==> config.mk <==
export PLATFORM = sky130hd
export DESIGN_NAME = tcp_tx_pattern_gen_flat
export DESIGN_NICKNAME = d
export VERILOG_FILES = /design/src/rtl/tcp_tx_pattern_gen_if.sv /design/src/rtl/tcp_tx_pattern_gen.sv /design/src/flat_wrapper.sv
export SDC_FILE = /design/constraint.sdc
export NUM_CORES = 1
export LEC_CHECK = 0
export BUFFER_PORTS_ARGS = -buffer_cell sky130_fd_sc_hd__buf_2
export CAP_MARGIN = 10
export CORE_AREA = 4 4 110 190
export DETAILED_ROUTE_END_ITERATION = 8
export DIE_AREA = 0 0 114 194
export GPL_TIMING_DRIVEN = 0
export PLACE_DENSITY_LB_ADDON = 0.3
export SLEW_MARGIN = 40
export SYNTH_ARGS = -nofsm -noshare
export SYNTH_HDL_FRONTEND = slang
export SYNTH_SLANG_ARGS = --single-unit
==> constraint.sdc <==
create_clock -name CLK -period 8.7 [get_ports CLK]
set_input_delay 0.87 -clock CLK [delete_from_list [all_inputs] [get_ports CLK]]
set_output_delay 0.87 -clock CLK [all_outputs]
set_load 0.05 [all_outputs]
==> src/rtl/tcp_tx_pattern_gen_if.sv <==
// tcp_tx_pattern_gen_if: SiTCP TX write port plus RBCP run control/status for the pattern generator.
interface tcp_tx_pattern_gen_if;
  logic        TCP_OPEN_ACK;
  logic        TCP_TX_FULL;
  logic        START;
  logic        STOP;
  logic [15:0] FRAME_LEN;
  logic [31:0] FRAME_NUM;
  logic        TCP_TX_WR;
  logic [7:0]  TCP_TX_DATA;
  logic        BUSY;
  logic        DONE;
  logic        ABORT;
  logic [31:0] FRAME_CNT;
  modport master (
    input  TCP_OPEN_ACK, TCP_TX_FULL, START, STOP, FRAME_LEN, FRAME_NUM,
    output TCP_TX_WR, TCP_TX_DATA, BUSY, DONE, ABORT, FRAME_CNT
  );
  modport slave (
    output TCP_OPEN_ACK, TCP_TX_FULL, START, STOP, FRAME_LEN, FRAME_NUM,
    input  TCP_TX_WR, TCP_TX_DATA, BUSY, DONE, ABORT, FRAME_CNT
  );
endinterface

==> src/rtl/tcp_tx_pattern_gen.sv <==
// tcp_tx_pattern_gen: framed test-pattern source for the SiTCP TCP TX port.
// Frame = sync(2) + seq(2) + FRAME_LEN counting bytes, with back-pressure, stop and abort handling.
module tcp_tx_pattern_gen #(
  parameter int          GAP_CYCLES = 16,
  parameter logic [15:0] HDR_SYNC   = 16'hA55A
) (
  input logic                  CLK,
  input logic                  RSTn,
  tcp_tx_pattern_gen_if.master bus
);
  typedef enum logic [1:0] {IDLE, HDR, PAY, GAP} state_t;
  state_t      st_q, st_d;
  logic [15:0] idx_q, idx_d, gap_q, gap_d, len_q, len_d;
  logic [31:0] num_q, num_d, cnt_q, cnt_d;
  logic        wr_q, wr_d, busy_q, busy_d, done_q, done_d, abort_q, abort_d, stop_q, stop_d;
  logic [7:0]  data_q, data_d, hdr_byte;
  logic        issue, last, fin;
  assign issue    = (st_q == HDR || st_q == PAY) && !bus.TCP_TX_FULL;
  assign last     = st_q == PAY ? idx_q == len_q - 16'd1 : (idx_q == 16'd3 && len_q == 16'd0);
  assign fin      = (num_q != 32'd0 && cnt_q + 32'd1 == num_q) || stop_q || bus.STOP;
  assign hdr_byte = idx_q[1] ? (idx_q[0] ? cnt_q[7:0] : cnt_q[15:8])
                             : (idx_q[0] ? HDR_SYNC[7:0] : HDR_SYNC[15:8]);
  always_comb begin
    st_d    = st_q;
    idx_d   = idx_q;
    gap_d   = gap_q;
    len_d   = len_q;
    num_d   = num_q;
    cnt_d   = cnt_q;
    abort_d = abort_q;
    stop_d  = stop_q;
    data_d  = data_q;
    wr_d    = 1'b0;
    done_d  = 1'b0;
    if (st_q == IDLE) begin
      if (bus.START && bus.TCP_OPEN_ACK) begin
        st_d    = HDR;
        idx_d   = '0;
        len_d   = bus.FRAME_LEN;
        num_d   = bus.FRAME_NUM;
        cnt_d   = '0;
        abort_d = 1'b0;
        stop_d  = 1'b0;
      end
    end else if (!bus.TCP_OPEN_ACK) begin
      // Connection loss wins over everything, but a frame finishing this cycle is still counted.
      st_d    = IDLE;
      abort_d = 1'b1;
      cnt_d   = issue && last ? cnt_q + 32'd1 : cnt_q;
    end else if (st_q == GAP) begin
      if (bus.STOP) begin
        st_d   = IDLE;
        done_d = 1'b1;
      end else if (gap_q == 16'(GAP_CYCLES - 1)) begin
        st_d  = HDR;
        idx_d = '0;
      end else
        gap_d = gap_q + 16'd1;
    end else begin
      stop_d = stop_q | bus.STOP;
      if (issue) begin
        wr_d   = 1'b1;
        data_d = st_q == HDR ? hdr_byte : idx_q[7:0];
        idx_d  = idx_q + 16'd1;
        if (last) begin
          cnt_d = cnt_q + 32'd1;
          idx_d = '0;
          if (fin) begin
            st_d   = IDLE;
            done_d = 1'b1;
          end else if (GAP_CYCLES == 0)
            st_d = HDR;
          else begin
            st_d  = GAP;
            gap_d = '0;
          end
        end else if (st_q == HDR && idx_q == 16'd3) begin
          st_d  = PAY;
          idx_d = '0;
        end
      end
    end
    busy_d = st_d != IDLE;
  end
  always_ff @(posedge CLK or negedge RSTn)
    if (!RSTn) begin
      st_q    <= IDLE;
      idx_q   <= '0;
      gap_q   <= '0;
      len_q   <= '0;
      num_q   <= '0;
      cnt_q   <= '0;
      wr_q    <= 1'b0;
      data_q  <= '0;
      busy_q  <= 1'b0;
      done_q  <= 1'b0;
      abort_q <= 1'b0;
      stop_q  <= 1'b0;
    end else begin
      st_q    <= st_d;
      idx_q   <= idx_d;
      gap_q   <= gap_d;
      len_q   <= len_d;
      num_q   <= num_d;
      cnt_q   <= cnt_d;
      wr_q    <= wr_d;
      data_q  <= data_d;
      busy_q  <= busy_d;
      done_q  <= done_d;
      abort_q <= abort_d;
      stop_q  <= stop_d;
    end
  assign bus.TCP_TX_WR   = wr_q;
  assign bus.TCP_TX_DATA = data_q;
  assign bus.BUSY        = busy_q;
  assign bus.DONE        = done_q;
  assign bus.ABORT       = abort_q;
  assign bus.FRAME_CNT   = cnt_q;
endmodule
==> src/flat_wrapper.sv <==
// flat-port wrapper written by rule: the top's interface ports become plain ports
module tcp_tx_pattern_gen_flat 
#(
  parameter int          GAP_CYCLES = 16,
  parameter logic [15:0] HDR_SYNC   = 16'hA55A
)
  (CLK, RSTn, bus_TCP_OPEN_ACK, bus_TCP_TX_FULL, bus_START, bus_STOP, bus_FRAME_LEN, bus_FRAME_NUM, bus_TCP_TX_WR, bus_TCP_TX_DATA, bus_BUSY, bus_DONE, bus_ABORT, bus_FRAME_CNT);
  tcp_tx_pattern_gen_if bus_i ();
  input logic CLK;
  input logic RSTn;
  input wire logic [$bits(bus_i.TCP_OPEN_ACK)-1:0] bus_TCP_OPEN_ACK;
  input wire logic [$bits(bus_i.TCP_TX_FULL)-1:0] bus_TCP_TX_FULL;
  input wire logic [$bits(bus_i.START)-1:0] bus_START;
  input wire logic [$bits(bus_i.STOP)-1:0] bus_STOP;
  input wire logic [$bits(bus_i.FRAME_LEN)-1:0] bus_FRAME_LEN;
  input wire logic [$bits(bus_i.FRAME_NUM)-1:0] bus_FRAME_NUM;
  output wire logic [$bits(bus_i.TCP_TX_WR)-1:0] bus_TCP_TX_WR;
  output wire logic [$bits(bus_i.TCP_TX_DATA)-1:0] bus_TCP_TX_DATA;
  output wire logic [$bits(bus_i.BUSY)-1:0] bus_BUSY;
  output wire logic [$bits(bus_i.DONE)-1:0] bus_DONE;
  output wire logic [$bits(bus_i.ABORT)-1:0] bus_ABORT;
  output wire logic [$bits(bus_i.FRAME_CNT)-1:0] bus_FRAME_CNT;
  assign bus_i.TCP_OPEN_ACK = bus_TCP_OPEN_ACK;
  assign bus_i.TCP_TX_FULL = bus_TCP_TX_FULL;
  assign bus_i.START = bus_START;
  assign bus_i.STOP = bus_STOP;
  assign bus_i.FRAME_LEN = bus_FRAME_LEN;
  assign bus_i.FRAME_NUM = bus_FRAME_NUM;
  assign bus_TCP_TX_WR = bus_i.TCP_TX_WR;
  assign bus_TCP_TX_DATA = bus_i.TCP_TX_DATA;
  assign bus_BUSY = bus_i.BUSY;
  assign bus_DONE = bus_i.DONE;
  assign bus_ABORT = bus_i.ABORT;
  assign bus_FRAME_CNT = bus_i.FRAME_CNT;
  tcp_tx_pattern_gen #(.GAP_CYCLES(GAP_CYCLES), .HDR_SYNC(HDR_SYNC)) u_core (.CLK(CLK), .RSTn(RSTn), .bus(bus_i));
endmodule
## Word-level counts from Yosys, hierarchy flattened

Cells that the tools add are included.

- Add/subtract/negate cells: 4
- Eq/ne operators: 18
- Mux-type cells: 54
- Bitwise gates (word level): 3
- Reductions and logical operators: 26

Operators by type and width:

| kind | count |
|---|---|
| 16-bit two-way mux | 15 |
| 32-bit two-way mux | 7 |
| 16-bit by 1-bit adder with 16-bit output, second input constant | 2 |
| 32-bit by 1-bit adder with 32-bit output, second input constant | 1 |
| 32-bit equality test | 1 |
| 8-bit two-way mux | 4 |
| 32-bit nonzero test | 1 |
| 2-bit two-way mux | 10 |
| 1-bit two-way mux | 18 |
| 16-bit equality test | 1 |
| 16-bit by 2-bit equality test with 1-bit output, second input constant | 1 |
| 16-bit by 4-bit equality test with 1-bit output, second input constant | 1 |
| 16-bit zero test | 1 |
| 16-bit by 1-bit subtractor with 16-bit output, second input constant | 1 |
| 5-bit AND reduction | 2 |
| 3-bit by 2-bit != test with 1-bit output, second input constant | 3 |
| 2-bit != test, second input constant | 4 |
| 2-bit nonzero test | 4 |
| 7-bit AND reduction | 1 |
| 1-bit logical AND | 6 |
| 3-bit by 1-bit != test with 1-bit output, second input constant | 2 |
| 3-bit nonzero test | 2 |
| 2-bit equality test, second input constant | 2 |
| 2-bit by 1-bit != test with 1-bit output, second input constant | 2 |
| 9 further kinds | 13 |

- Register bits: 127
- Input bits: 54
- Word-level logic and storage cells: 117

## Depth between registers and ports, before layout

- Word-level depth: 12
- Gate-level depth with buffers: 15
- Mapped depth without buffers: 12

## Worst setup path before layout

No wires, ideal clock.

- Kind: register -> register
- Start point: reg u_core.cnt_q[1], in the netlist u_core.bus.FRAME_CNT[1]
- End point: reg u_core.gap_q[2]
- Setup time: 0.138 ns
- Arrival: 3.490 ns
- Data required time: 8.562 ns
- Path slack: 5.072 ns
- Cell stages (with the launch flop): 15
- Period minus slack after synthesis: 3.628 ns
- Cells stage by stage: dfrtp_1 > ha_1 > clkbuf_2 > nand3_1 > or4_4 > or3_1 > o211ai_1 > nor4_1 > nand4_1 > o21ai_1 > or4_4 > buf_6 > buf_2 > a2bb2oi_1 > o22ai_1

- Longest elaborated chain between the ends: 7

RTL lines:

| what | line | text |
|---|---|---|
| start, declared | tcp_tx_pattern_gen.sv:14 | `logic [31:0] num_q, num_d, cnt_q, cnt_d;` |
| start signal, assigned | tcp_tx_pattern_gen.sv:105 | `cnt_q <= cnt_d;` |
| 32-bit by 1-bit adder with 32-bit output | tcp_tx_pattern_gen.sv:20 | `assign fin = (num_q != 32'd0 && cnt_q + 32'd1 == num_q) \|\| stop_q \|\| bus.STOP;` |
| 32-bit equality test | tcp_tx_pattern_gen.sv:20 |  |
| 1-bit logical AND | tcp_tx_pattern_gen.sv:20 |  |
| 1-bit logical OR (2 in a row) | tcp_tx_pattern_gen.sv:20 |  |
| 2-bit != test (no source line) | - |  |
| 7-bit AND reduction (no source line) | - |  |
| end signal, assigned | tcp_tx_pattern_gen.sv:102 | `gap_q <= gap_d;` |
| end, declared | tcp_tx_pattern_gen.sv:13 | `logic [15:0] idx_q, idx_d, gap_q, gap_d, len_q, len_d;` |

Every way passes these cells.
A chain may end at the register's enable or synchronous reset.

## Final worst setup path

- Start point: reg u_core.len_q[0]
- End point: reg u_core.cnt_q[26], in the netlist u_core.bus.FRAME_CNT[26]

- Longest elaborated chain between the ends: 6
- Elaborated cells on any way between the ends: 9
- Those cells by class: add/sub: 1; eq/ne: 2; mux: 1; reduce/logical: 5

RTL lines:

| what | line | text |
|---|---|---|
| start, declared | tcp_tx_pattern_gen.sv:13 |  |
| start signal, assigned | tcp_tx_pattern_gen.sv:103 | `len_q <= len_d;` |
| 16-bit by 1-bit subtractor with 16-bit output or 16-bit zero test (tied branches) | tcp_tx_pattern_gen.sv:19 | `assign last = st_q == PAY ? idx_q == len_q - 16'd1 : (idx_q == 16'd3 && len_q == 16'd0);` |
| 16-bit equality test or 1-bit logical AND (tied branches) | tcp_tx_pattern_gen.sv:19 |  |
| 1-bit two-way mux * | tcp_tx_pattern_gen.sv:19 |  |
| 1-bit logical AND | tcp_tx_pattern_gen.sv:49 | `cnt_d = issue && last ? cnt_q + 32'd1 : cnt_q;` |
| 3-bit nonzero test (no source line) | - |  |
| 5-bit AND reduction (no source line) * | - |  |

Mark *: on every way between the ends. The rest lies on a longest branch, timed or not.

==> results.json <==
{
  "outcome": "completed",
  "place_ws_ps": 4530,
  "wl_per_cell_um": 20.4,
  "grt_use_total_pct": 23.4,
  "drt_wl_total_um": 25600,
  "crit_slowest_cell": "clkbuf_1",
  "cts_hold_buf": 0,
  "cp_num_buf_inv": 2,
  "die_area_sq_um": 22100,
  "final-seq-area_sq_um": 3180,
  "crit_path_max_incr_delay_ps": 540,
  "fin_setup_tns_ps": 0,
  "final_nets": 1060,
  "leakagePower_nw": 4.16,
  "worst-setup-path-type": "flip-flop to flip-flop",
  "slew_violations": 0,
  "cts_tree": "yes",
  "drt_iter0_drc": 477,
  "overflow": 0,
  "syn-num-nets": 943,
  "antenna_left": 0,
  "grt_pass1_wl_um": 40200,
  "setup_violations": 0,
  "cap_violations": 0,
  "fin_crit_ps": 4290,
  "remaining_drc_errors": 0,
  "area_delta_synth_final_pct": 19.1,
  "ir_drop_v": 0.000183,
  "clk_latency_ps": 440,
  "gp_congestion": 0.938,
  "syn_area_sq_um": 7990,
  "ys_ff_latch": 127,
  "layout_commonest_cell": "dfrtp_1",
  "ys_top_cells_by_area": "dfrtp_1 40%, mux2_2 7.0%, o21ai_0 5.1%",
  "relSlewSlack_pct": 47.6,
  "final_cell_mix": "127 x dfrtp_1, 112 x buf_2, 82 x o21ai_0",
  "rsz0062_at_grt": "no",
  "synth_edf_count": 0,
  "critPathCaptureType": "flip-flop",
  "cts_resized": 0,
  "start_util_pct": 41.4,
  "port-buffer-count": 96,
  "rows": 67,
  "htreeDepth": 4,
  "cpLargestDelayFamily": "compound AO/OA/AOI/OAI gates",
  "die_h_um": 194,
  "worst_pin_slew_ps": 778,
  "skew_ps": 14.2,
  "vias_per_cell": 5.92,
  "p_total_mw": 2.50,
  "vias": 7413,
  "cp_max_fo": 10,
  "path_common_cell": "mux2i_1",
  "utilization_pct": 49.4,
  "synth_cell_types": 73,
  "antenna_found_initial": 0,
  "io-pin-count": 98,
  "final.setup.worst_slack_ps": 4410,
  "synth_area_leader_cell": "dfrtp_1",
  "path_clk_slew_ps": 60,
  "drive_gt1_share_pct": 22.1,
  "finalHoldViolCount": 0,
  "coreArea_sq_um": 19300,
  "dp_hpwl_um": 19400,
  "yosys_warnings": 0,
  "grt_pass1_vias": 7328,
  "firstDrtPassIters": 5,
  "yosysSeqAreaShare_pct": 39.8,
  "start_kind": "flip-flop",
  "postCtsSetupBuffers": 0,
  "cts.sinks": 127,
  "fillers": 1880,
  "clockRootBuffer": "clkbuf_16",
  "synth_top_area_share_pct": 39.8,
  "syn_inst": 881,
  "fin_crit_sh_pct": 49.3,
  "grt_max_degree": 56,
  "powerDensity_nw_per_um2": 263,
  "synth_area_per_cell_sq_um": 9.07,
  "timing.hold.ws_ps": 277,
  "synthArstFlopShare_pct": 100,
  "required_ps": 9010,
  "antenna_cells": 0,
  "hold_class": "primary input to asynchronous set/reset pin",
  "path_cells": "inv_1 > ha_1 > or3b_2 > nor3_2 > mux2i_1 > mux2i_1 > a21bo_2 > a31oi_1 > nor2_2 > a21oi_2 > clkbuf_1 > o21ai_0 > o31ai_1",
  "cts_max_path_buffers": 2,
  "cts_buffers": 17,
  "cp.arrival_ps": 4600,
  "die_x_um": 114,
  "timing.fmax_mhz": 233,
  "multiInputGateArea_sq_um": 4480,
  "synthFlopType": "dfrtp_1"
}
[cells by family (layout without fill, tap and decap cells)]
kind of cell	after synthesis	after routing	synth area share, %
muxes	63	63	8.68
adders and majority gates	8	8	1.25
DFF	127	127	39.8
buffers and inverters	78	208	4.17
AOI/OAI and AO/OA	195	195	15.0
xor gates and xnor gates	68	68	7.45
and+or+nand+nor	342	342	23.7
[registers in the layout, indices dropped and copies added (netlist names)]
name                    count
u_core.bus.ABORT            1
u_core.bus.BUSY             1
u_core.bus.DONE             1
u_core.bus.FRAME_CNT       32
u_core.bus.TCP_TX_DATA      8
u_core.bus.TCP_TX_WR        1
u_core.gap_q               16
u_core.idx_q               16
u_core.len_q               16
u_core.num_q               32
u_core.st_q                 2
u_core.stop_q               1
[cells in the mapped netlist, drive strengths merged, types with 3 or more instances]
library cell and instances:
clkbuf 31, or4 9, a31oi 8, xnor2 42, buf 22, o22ai 6
or2 5, nand3 43, a22oi 4, and4 5, dfrtp 127, o31ai 22
a21o 3, a21oi 31, nand2b 11, nor2 51, mux2 50, nor4b 4
or3 8, nand4 22, or4b 7, inv 25, nor4 33, and3 19
nor3 23, xor2 26, nand2 81, o21ai 85, ha 8, mux2i 13
nor2b 10, o41ai 5, o211ai 10
[per-layer routing]
metal	global-route usage, %	up-vias	part of all wire [%]
met1	24.7	3581	35
met3	4.34	105	4.9
li1	-	3467	-
met4	16.3	0	6.9
met5	0	-	0
met2	41.1	260	53
[stage by stage]
stage               cells  instance area, sq um
floorplan             881                  7990
global placement     1218                  8770
detailed placement   1220                  8840
CTS                  1252                  9520
global route         1252                  9520
finish               1252                  9520
[area by class of cell]
class	instances	share of cell area, %
multi-input combinational	676	47.1
sequential	127	33.4
timing repair buffer	98	5.73
clock buffer	22	4.98
tap	241	3.17
buffer	53	2.51
clock inverter	10	2.17
inverter	25	0.986
[where the power goes]
part | total, mW | internal (mW) | leakage (nW) | switching (mW)
Sequential | 0.893 | 0.728 | 1.63 | 0.165
Clock | 0.834 | 0.559 | 0.330 | 0.275
Combinational | 0.772 | 0.329 | 2.20 | 0.443
[worst paths after layout]
kind / startpoint / cells after the start / endpoint / slack, ps
worst min-delay path: RSTn / 1 / u_core.len_q[6]$_DFFE_PN0P_ / 280
worst min register to register: u_core.bus.TCP_TX_DATA[4]$_DFFE_PN0P_ / 2 / u_core.bus.TCP_TX_DATA[4]$_DFFE_PN0P_ / 470
worst max-delay path: u_core.len_q[0]$_DFFE_PN0P_ / 13 / u_core.bus.FRAME_CNT[26]$_DFFE_PN0P_ / 4410
max in group asynchronous: RSTn / 3 / u_core.bus.FRAME_CNT[20]$_DFFE_PN0P_ / 7570
min in group CLK: u_core.bus.TCP_TX_DATA[4]$_DFFE_PN0P_ / 2 / u_core.bus.TCP_TX_DATA[4]$_DFFE_PN0P_ / 470
worst max register to register: u_core.len_q[0]$_DFFE_PN0P_ / 13 / u_core.bus.FRAME_CNT[26]$_DFFE_PN0P_ / 4410
(Power assumes the default switching activity.)
